--- config.mk ---
export PLATFORM = sky130hd
export DESIGN_NAME = pwm_demodulator_flat
export DESIGN_NICKNAME = d
export VERILOG_FILES = /design/src/rtl/pwm_demodulator_pkg.sv /design/src/rtl/pwm_demodulator_if.sv /design/src/rtl/pwm_demodulator_sample_fifo.sv /design/src/rtl/pwm_demodulator.sv /design/src/flat_wrapper.sv
export SDC_FILE = /design/constraint.sdc
export NUM_CORES = 1
export LEC_CHECK = 0
export CAP_MARGIN = 15
export CORE_ASPECT_RATIO = 0.7
export CORE_MARGIN = 1
export CORE_UTILIZATION = 30
export CTS_CLUSTER_SIZE = 28
export DETAILED_ROUTE_END_ITERATION = 12
export GPL_ROUTABILITY_DRIVEN = 0
export PLACE_DENSITY_LB_ADDON = 0.3
export SLEW_MARGIN = 20
export SYNTH_ARGS = -nofsm -noshare
export SYNTH_HDL_FRONTEND = slang
export SYNTH_SLANG_ARGS = --single-unit
--- constraint.sdc ---
create_clock -name ipClk -period 5.5 [get_ports ipClk]
set_input_delay 1.1 -clock ipClk [delete_from_list [all_inputs] [get_ports ipClk]]
set_output_delay 1.1 -clock ipClk [all_outputs]
set_load 0.02 [all_outputs]
--- src/rtl/pwm_demodulator_pkg.sv ---
// Shared types and helpers for the PWM capture path: FSM state encoding,
// nominal period and the duty-to-sample mapping used by the PWM output side.
package pwm_demodulator_pkg;

   localparam int DUTY_WIDTH_DEF = 8;
   localparam int PWM_PERIOD     = 2**DUTY_WIDTH_DEF;

   typedef enum logic [1:0] {IDLE, MEASURE, CONST} DEMOD_STATE;

   // Inverse of the streamer's sample-to-duty mapping: offset binary to two's complement.
   function automatic logic signed [15:0] DutyToSample(input logic [7:0] duty);
      return $signed({~duty[7], duty[6:0], 8'h00});
   endfunction

endpackage

--- src/rtl/pwm_demodulator_if.sv ---
// Valid/ready sample stream from the demodulator to the controller/packetiser.
interface pwm_demodulator_if;

   logic signed [15:0] opStream;
   logic               opValid;
   logic               ipReady;

   modport master (output opStream, output opValid, input ipReady);
   modport slave  (input opStream, input opValid, output ipReady);

endinterface

--- src/rtl/pwm_demodulator_sample_fifo.sv ---
// Show-ahead sample FIFO with occupancy and saturating drop count; depth must
// be a power of two so the pointers wrap naturally.
module sample_fifo #(
   parameter int DEPTH  = 16,
   parameter int DATA_W = 16
)(
   input  logic                     ipClk,
   input  logic                     ipReset,
   input  logic                     ipPush,
   input  logic signed [DATA_W-1:0] ipData,
   input  logic                     ipPop,
   output logic signed [DATA_W-1:0] opHead,
   output logic                     opValid,
   output logic [$clog2(DEPTH):0]   opSize,
   output logic [15:0]              opDrop
);

   localparam int AW = $clog2(DEPTH);

   logic signed [DATA_W-1:0] mem [DEPTH];
   logic [AW-1:0] wrPtr;
   logic [AW-1:0] rdPtr;
   logic [AW:0]   count;
   logic [15:0]   dropCnt;
   logic          full;
   logic          doPop;
   logic          doPush;
   logic          doDrop;

   function automatic logic [15:0] satInc16(input logic [15:0] v);
      return (v == 16'hFFFF) ? v : v + 16'd1;
   endfunction

   assign full    = (count == (AW+1)'(DEPTH));
   assign opValid = (count != '0);
   assign doPop   = ipPop & opValid;
   // A full FIFO still accepts a push when the head leaves in the same cycle.
   assign doPush  = ipPush & (~full | doPop);
   assign doDrop  = ipPush & full & ~doPop;

   always_ff @(posedge ipClk) begin
      if (ipReset) begin
         wrPtr   <= '0;
         rdPtr   <= '0;
         count   <= '0;
         dropCnt <= '0;
      end else begin
         if (doPush) wrPtr <= wrPtr + AW'(1);
         if (doPop)  rdPtr <= rdPtr + AW'(1);
         case ({doPush, doPop})
            2'b10:   count <= count + (AW+1)'(1);
            2'b01:   count <= count - (AW+1)'(1);
            default: count <= count;
         endcase
         if (doDrop) dropCnt <= satInc16(dropCnt);
      end
   end

   always_ff @(posedge ipClk) begin
      if (doPush) mem[wrPtr] <= ipData;
   end

   // Storage is not reset, so an empty FIFO presents zero instead of stale data.
   assign opHead = opValid ? mem[rdPtr] : '0;
   assign opSize = count;
   assign opDrop = dropCnt;

endmodule

--- src/rtl/pwm_demodulator.sv ---
// PWM capture: synchronises the pin, measures high time per period and
// rebuilds signed samples, falling back to constant-level samples on timeout.
module pwm_demodulator
   import pwm_demodulator_pkg::*;
#(
   parameter int DUTY_WIDTH = DUTY_WIDTH_DEF,
   parameter int TIMEOUT    = 512,
   parameter int FIFO_DEPTH = 16
)(
   input  logic                        ipClk,
   input  logic                        ipReset,
   input  logic                        ipPWM,
   pwm_demodulator_if.master           stream,
   output logic [$clog2(FIFO_DEPTH):0] opFIFO_Size,
   output logic [15:0]                 opDropCount,
   output logic                        opPeriodErr
);

   localparam int CW = DUTY_WIDTH + 1;
   localparam int TW = $clog2(TIMEOUT + 1);
   localparam logic [CW-1:0] PERIOD   = CW'(2**DUTY_WIDTH);
   localparam logic [CW-1:0] DUTY_MAX = CW'(2**DUTY_WIDTH - 1);

   logic pwmSync_p0;
   logic pwmSync_p1;
   logic pwmLevel_p2;
   logic rise_p2;

   DEMOD_STATE state;
   DEMOD_STATE nextState;

   logic [CW-1:0]         periodCnt;
   logic [CW-1:0]         highCnt;
   logic [TW-1:0]         tmoCnt;
   logic [DUTY_WIDTH-1:0] constCnt;

   logic               pushReq;
   logic [7:0]         pushDuty;
   logic               periodErr;
   logic signed [15:0] sample;

   function automatic logic [CW-1:0] satIncCnt(input logic [CW-1:0] v);
      return (v == '1) ? v : v + CW'(1);
   endfunction

   function automatic logic [TW-1:0] satIncTmo(input logic [TW-1:0] v);
      return (v == '1) ? v : v + TW'(1);
   endfunction

   // Stage p0/p1: metastability synchroniser; p2: registered level and rising edge
   always_ff @(posedge ipClk) begin
      if (ipReset) begin
         pwmSync_p0  <= 1'b0;
         pwmSync_p1  <= 1'b0;
         pwmLevel_p2 <= 1'b0;
         rise_p2     <= 1'b0;
      end else begin
         pwmSync_p0  <= ipPWM;
         pwmSync_p1  <= pwmSync_p0;
         pwmLevel_p2 <= pwmSync_p1;
         rise_p2     <= pwmSync_p1 & ~pwmLevel_p2;
      end
   end

   always_ff @(posedge ipClk) begin
      if (ipReset) state <= IDLE;
      else         state <= nextState;
   end

   always_comb begin
      nextState = state;
      case (state)
         IDLE, MEASURE: begin
            if (rise_p2)                          nextState = MEASURE;
            else if (tmoCnt >= TW'(TIMEOUT - 1))  nextState = CONST;
         end
         CONST:   if (rise_p2) nextState = MEASURE;
         default: nextState = IDLE;
      endcase
   end

   always_comb begin
      pushReq   = 1'b0;
      pushDuty  = 8'h00;
      periodErr = 1'b0;
      case (state)
         MEASURE: begin
            if (rise_p2) begin
               pushReq   = 1'b1;
               pushDuty  = (highCnt > DUTY_MAX) ? 8'hFF : highCnt[7:0];
               periodErr = (periodCnt != PERIOD);
            end
         end
         CONST: begin
            if (!rise_p2 && constCnt == '0) begin
               pushReq  = 1'b1;
               pushDuty = pwmLevel_p2 ? 8'hFF : 8'h00;
            end
         end
         default: ;
      endcase
   end

   // A rising edge always restarts measurement at 1: the edge cycle itself is high.
   always_ff @(posedge ipClk) begin
      if (ipReset) begin
         periodCnt <= '0;
         highCnt   <= '0;
         tmoCnt    <= '0;
         constCnt  <= '0;
      end else begin
         tmoCnt   <= rise_p2 ? TW'(1) : satIncTmo(tmoCnt);
         constCnt <= (state == CONST) ? constCnt + DUTY_WIDTH'(1) : '0;
         if (rise_p2) begin
            periodCnt <= CW'(1);
            highCnt   <= CW'(1);
         end else if (state == MEASURE) begin
            periodCnt <= satIncCnt(periodCnt);
            if (pwmLevel_p2) highCnt <= satIncCnt(highCnt);
         end else begin
            periodCnt <= '0;
            highCnt   <= '0;
         end
      end
   end

   assign sample      = DutyToSample(pushDuty);
   assign opPeriodErr = periodErr;

   sample_fifo #(
      .DEPTH  (FIFO_DEPTH),
      .DATA_W (16)
   ) u_fifo (
      .ipClk   (ipClk),
      .ipReset (ipReset),
      .ipPush  (pushReq),
      .ipData  (sample),
      .ipPop   (stream.ipReady),
      .opHead  (stream.opStream),
      .opValid (stream.opValid),
      .opSize  (opFIFO_Size),
      .opDrop  (opDropCount)
   );

endmodule

--- src/flat_wrapper.sv ---
// flat-port wrapper written by rule: the top's interface ports become plain ports
module pwm_demodulator_flat import pwm_demodulator_pkg::*;
#(
   parameter int DUTY_WIDTH = DUTY_WIDTH_DEF,
   parameter int TIMEOUT    = 512,
   parameter int FIFO_DEPTH = 16
)
  (ipClk, ipReset, ipPWM, opFIFO_Size, opDropCount, opPeriodErr, stream_opStream, stream_opValid, stream_ipReady);
  pwm_demodulator_if stream_i ();
  input  logic ipClk;
  input  logic ipReset;
  input  logic ipPWM;
  output logic [$clog2(FIFO_DEPTH):0] opFIFO_Size;
  output logic [15:0] opDropCount;
  output logic opPeriodErr;
  output wire logic [$bits(stream_i.opStream)-1:0] stream_opStream;
  output wire logic [$bits(stream_i.opValid)-1:0] stream_opValid;
  input wire logic [$bits(stream_i.ipReady)-1:0] stream_ipReady;
  assign stream_opStream = stream_i.opStream;
  assign stream_opValid = stream_i.opValid;
  assign stream_i.ipReady = stream_ipReady;
  pwm_demodulator #(.DUTY_WIDTH(DUTY_WIDTH), .TIMEOUT(TIMEOUT), .FIFO_DEPTH(FIFO_DEPTH)) u_core (.ipClk(ipClk), .ipReset(ipReset), .ipPWM(ipPWM), .stream(stream_i), .opFIFO_Size(opFIFO_Size), .opDropCount(opDropCount), .opPeriodErr(opPeriodErr));
endmodule
==> impl_metrics.env <==
export IMPL_cts_buffer_depth=3
export IMPL_num_antenna_cells=0
export IMPL_first_iter_violations=338
export IMPL_start_util_pct=30.96
export IMPL_fillers=2705
export IMPL_min_period_over_period_pct=82.64
export IMPL_power_density_mw_per_mm2=398.9
export IMPL_dr_pass1_iters=4
export IMPL_drive_above_1_share_pct=14.31
export IMPL_grt_pass1_wl_mm=27.83
export IMPL_p_int_mw=2.986
export IMPL_cp_common_cell="mux4_2"
export IMPL_cp_arrival_ns=3.44
export IMPL_clkPwrFrac_pct=39.3
export IMPL_antenna_left=0
export IMPL_io_buffers=34
export IMPL_synthFlopType="edfxtp_1"
export IMPL_coreArea_sq_mm=0.02820
export IMPL_grt_max_degree=35
export IMPL_p_sw_mw=1.128
export IMPL_cts_setup_buffers=0
export IMPL_max_stage_delay_ns=0.90
export IMPL_grt_ovfl_total=0
export IMPL_synthTopCellsByArea="edfxtp_1 44%, dfxtp_1 17%, mux4_2 10%, nor2_1 3.3%, ha_1 3.2%"
export IMPL_crit_chain="buf_4, mux4_2, mux4_2, nor2b_1, clkdlybuf4s50_1"
export IMPL_syn_avg_cell_area_sq_um=13.35
export IMPL_ys_seq_area_share_pct=61.21
export IMPL_htree_levels=1
export IMPL_yosysUniqueCellTypes=51
export IMPL_cp_slowest_cell="dfxtp_2"
export IMPL_outcome="finished clean"
export IMPL_cts_tree="yes"
export IMPL_wire_per_inst_um=16.24
export IMPL_finalSetupTns_ns=0
export IMPL_ctsResizeCount=0
export IMPL_cp_required_ns=4.40
export IMPL_die_area_sq_mm=0.02980
export IMPL_finalMaxSlewViolations=0
export IMPL_period_needed_ns=4.545
export IMPL_wirelength_mm=17.60
export IMPL_hold_viol_final=0
export IMPL_synth_cells=654
export IMPL_seq_area_sq_mm=0.005346
export IMPL_routed_via_density=4.671
export IMPL_finalSetupViolCount=0
export IMPL_ys_seq_elements=203
export IMPL_p_seq_share_pct=41.7
export IMPL_synth_warnings=0
export IMPL_path_class="register to output port"
export IMPL_antenna_found_initial=0
export IMPL_gr_usage_all_layers_pct=12.18
export IMPL_fin_skew_ns=0.03395
export IMPL_multi_input_area_sq_mm=0.003193
export IMPL_root_buffer="clkbuf_16"
export IMPL_p_sw_share_pct=27.41
export IMPL_pwr_share_comb_pct=19.0
export IMPL_insertion_delay_ns=0.53
export IMPL_hpwl_mm=11.26
export IMPL_nets=724
export IMPL_max_vdd_ir_drop_uv=203.6
export IMPL_cp_start_kind="register"
export IMPL_hold_slack_ns=0.4588
export IMPL_numCtsBuffers=22
export IMPL_synth_top_area_share_pct=44.02
export IMPL_ios=43
export IMPL_cts_sinks=203
export IMPL_rsz0062_at_grt="false"
export IMPL_synth_area_leader_cell="edfxtp_1"
export IMPL_power_leakage_nw=3.245
export IMPL_holdBufCountCts=0
export IMPL_cp_end_kind="output port"
export IMPL_drc=0
export IMPL_synthesis_area_sq_mm=0.008732
export IMPL_clk_pin_slew_ns=0.06
export IMPL_maxCapViolations=0
export IMPL_areaGrowthSynthToFinish_pct=18.10
export IMPL_hp_class="register to register"
export IMPL_crit_fanout=25
export IMPL_ys_async_sr_fraction_pct=0
export IMPL_die_w_um=205.9
export IMPL_vias=5063
export IMPL_fmax_ghz=0.2200
export IMPL_grt_pass1_vias=4920
export IMPL_synth_edff_count=128
export IMPL_max_slew_worst_pin_slew_ns=1.072
export IMPL_fp_row_count=51
export IMPL_max_slew_margin_rel_pct=28.30
export IMPL_fp_dieH_um=144.7
registers in the layout, indices dropped and copies added, names as in the netlist, named ones only:
signal,count
u_core.u_fifo.mem,128
u_core.u_fifo.opDrop,16
u_core.tmoCnt,10
u_core.highCnt,9
u_core.periodCnt,9
u_core.constCnt,8
u_core.u_fifo.opSize,5
u_core.u_fifo.rdPtr,4
u_core.u_fifo.wrPtr,4
u_core.state,2
u_core.pwmLevel_p2,1
u_core.pwmSync_p0,1
u_core.pwmSync_p1,1
u_core.rise_p2,1
critical path, delay by kind of cell (launching register included):
kind                   cells  cell delay (ns)
buffers and inverters      2             0.87
AND/OR/NAND/NOR            1             0.15
multiplexers               2             0.98
flip-flops                 1             0.90
power by group through the flow:
stage	combinational [mW]	clock, mW	sequential [mW]
CTS	0.797	1.66	1.72
global placement	0.793	0	1.75
global route	0.857	1.71	1.73
finish	0.783	1.61	1.72
floorplan	0.545	0	1.73
detailed placement	0.793	0	1.75
layer usage:
layer / up-vias / wire length (um) / global-route usage (%)
li1: 2498 / - / -
met1: 2468 / 8496 / 16.75
met2: 72 / 8040 / 19.48
met3: 25 / 705 / 2.709
met4: 0 / 359 / 3.057
met5: - / 0 / 0
placed cells by master (no fill, tap or decap), types with 3 or more instances in the layout:
cell type and instances:
nand4b_1 3, clkbuf_16 22, nor2_1 77, a21oi_1 25
clkdlybuf4s50_1 34, a21boi_0 7, clkinv_2 5, nor2b_1 17
xnor2_1 20, nand3_1 21, mux2i_1 10, xor2_1 15
and4_1 3, and2_1 6, nor3_2 4, nor3_1 11
nand4_1 5, nor4_1 3, bufinv_16 5, a2111oi_0 3
dfxtp_1 74, clkinvlp_4 4, ha_1 22, nand2_1 36
edfxtp_1 128, a211oi_1 4, mux4_2 40, nand2b_1 4
conb_1 8, buf_4 11, o21ai_0 16, inv_1 21
or3_1 11, and3_1 7
cell usage after synthesis (all sizes together), types with 7 or more instances:
master  instances
xor2           15
and3            7
buf            15
xnor2          20
edfxtp        128
inv            21
mux4           40
o21ai          16
ha             22
dfxtp          75
nor3           15
mux2i          10
nor2           77
or3            11
a21boi          7
nand3          21
nand2          36
nor2b          17
a21oi          25
clkbuf         18
metrics by stage:
step | instance area [sq um] | std cells | utilization, % | power, mW | setup WS [ns]
4_1_cts | 10310 | 1084 | 36.56 | 4.171 | 0.8457
3_5_place_dp | 9505 | 1044 | 33.70 | 2.545 | 1.427
5_1_grt | 10310 | 1084 | 36.56 | 4.299 | 0.7392
2_1_floorplan | 8758 | 661 | - | 2.275 | 2.419
3_3_place_gp | 9505 | 1044 | 33.70 | 2.545 | 1.442
6_report | 10310 | 1084 | 36.56 | 4.114 | 0.9551
cell type report:
type	count	share of cell area, %
Sequential cell	203	51.84
Multi-Input combinational cell	404	30.96
Clock buffer	23	5.375
Tap cell	371	4.501
Timing Repair Buffer	45	4.101
Clock inverter	17	2.451
Inverter	21	0.7644
final timing paths:
| check | start | to | slack, ns | cells after the start |
|---|---|---|---|---|
| max reg2reg | u_core.state[0]$_SDFFE_PP0P_ | u_core.u_fifo.opSize[4]$_SDFFE_PP0P_ | 2.06 | 11 |
| max | register | stream_opStream[14] | 0.96 | 5 |
| min reg2reg | u_core.pwmLevel_p2$_SDFF_PP0_ | u_core.rise_p2$_SDFF_PP0_ | 0.46 | 1 |
| min | u_core.pwmLevel_p2$_SDFF_PP0_ | u_core.rise_p2$_SDFF_PP0_ | 0.46 | 1 |
kinds of logic (layout without fill, tap and decap cells):
logic type	Yosys count	after routing	share of synthesized area, %
buf+inv	54	106	2.751
xor+xnor	35	35	3.511
simple gates	216	216	12.35
fa+ha+maj	23	23	3.382
compound gates	70	70	5.030
flops	203	203	61.21
other cells	1	8	0.04294
mux	52	52	11.72
(Power assumes the default switching activity.)
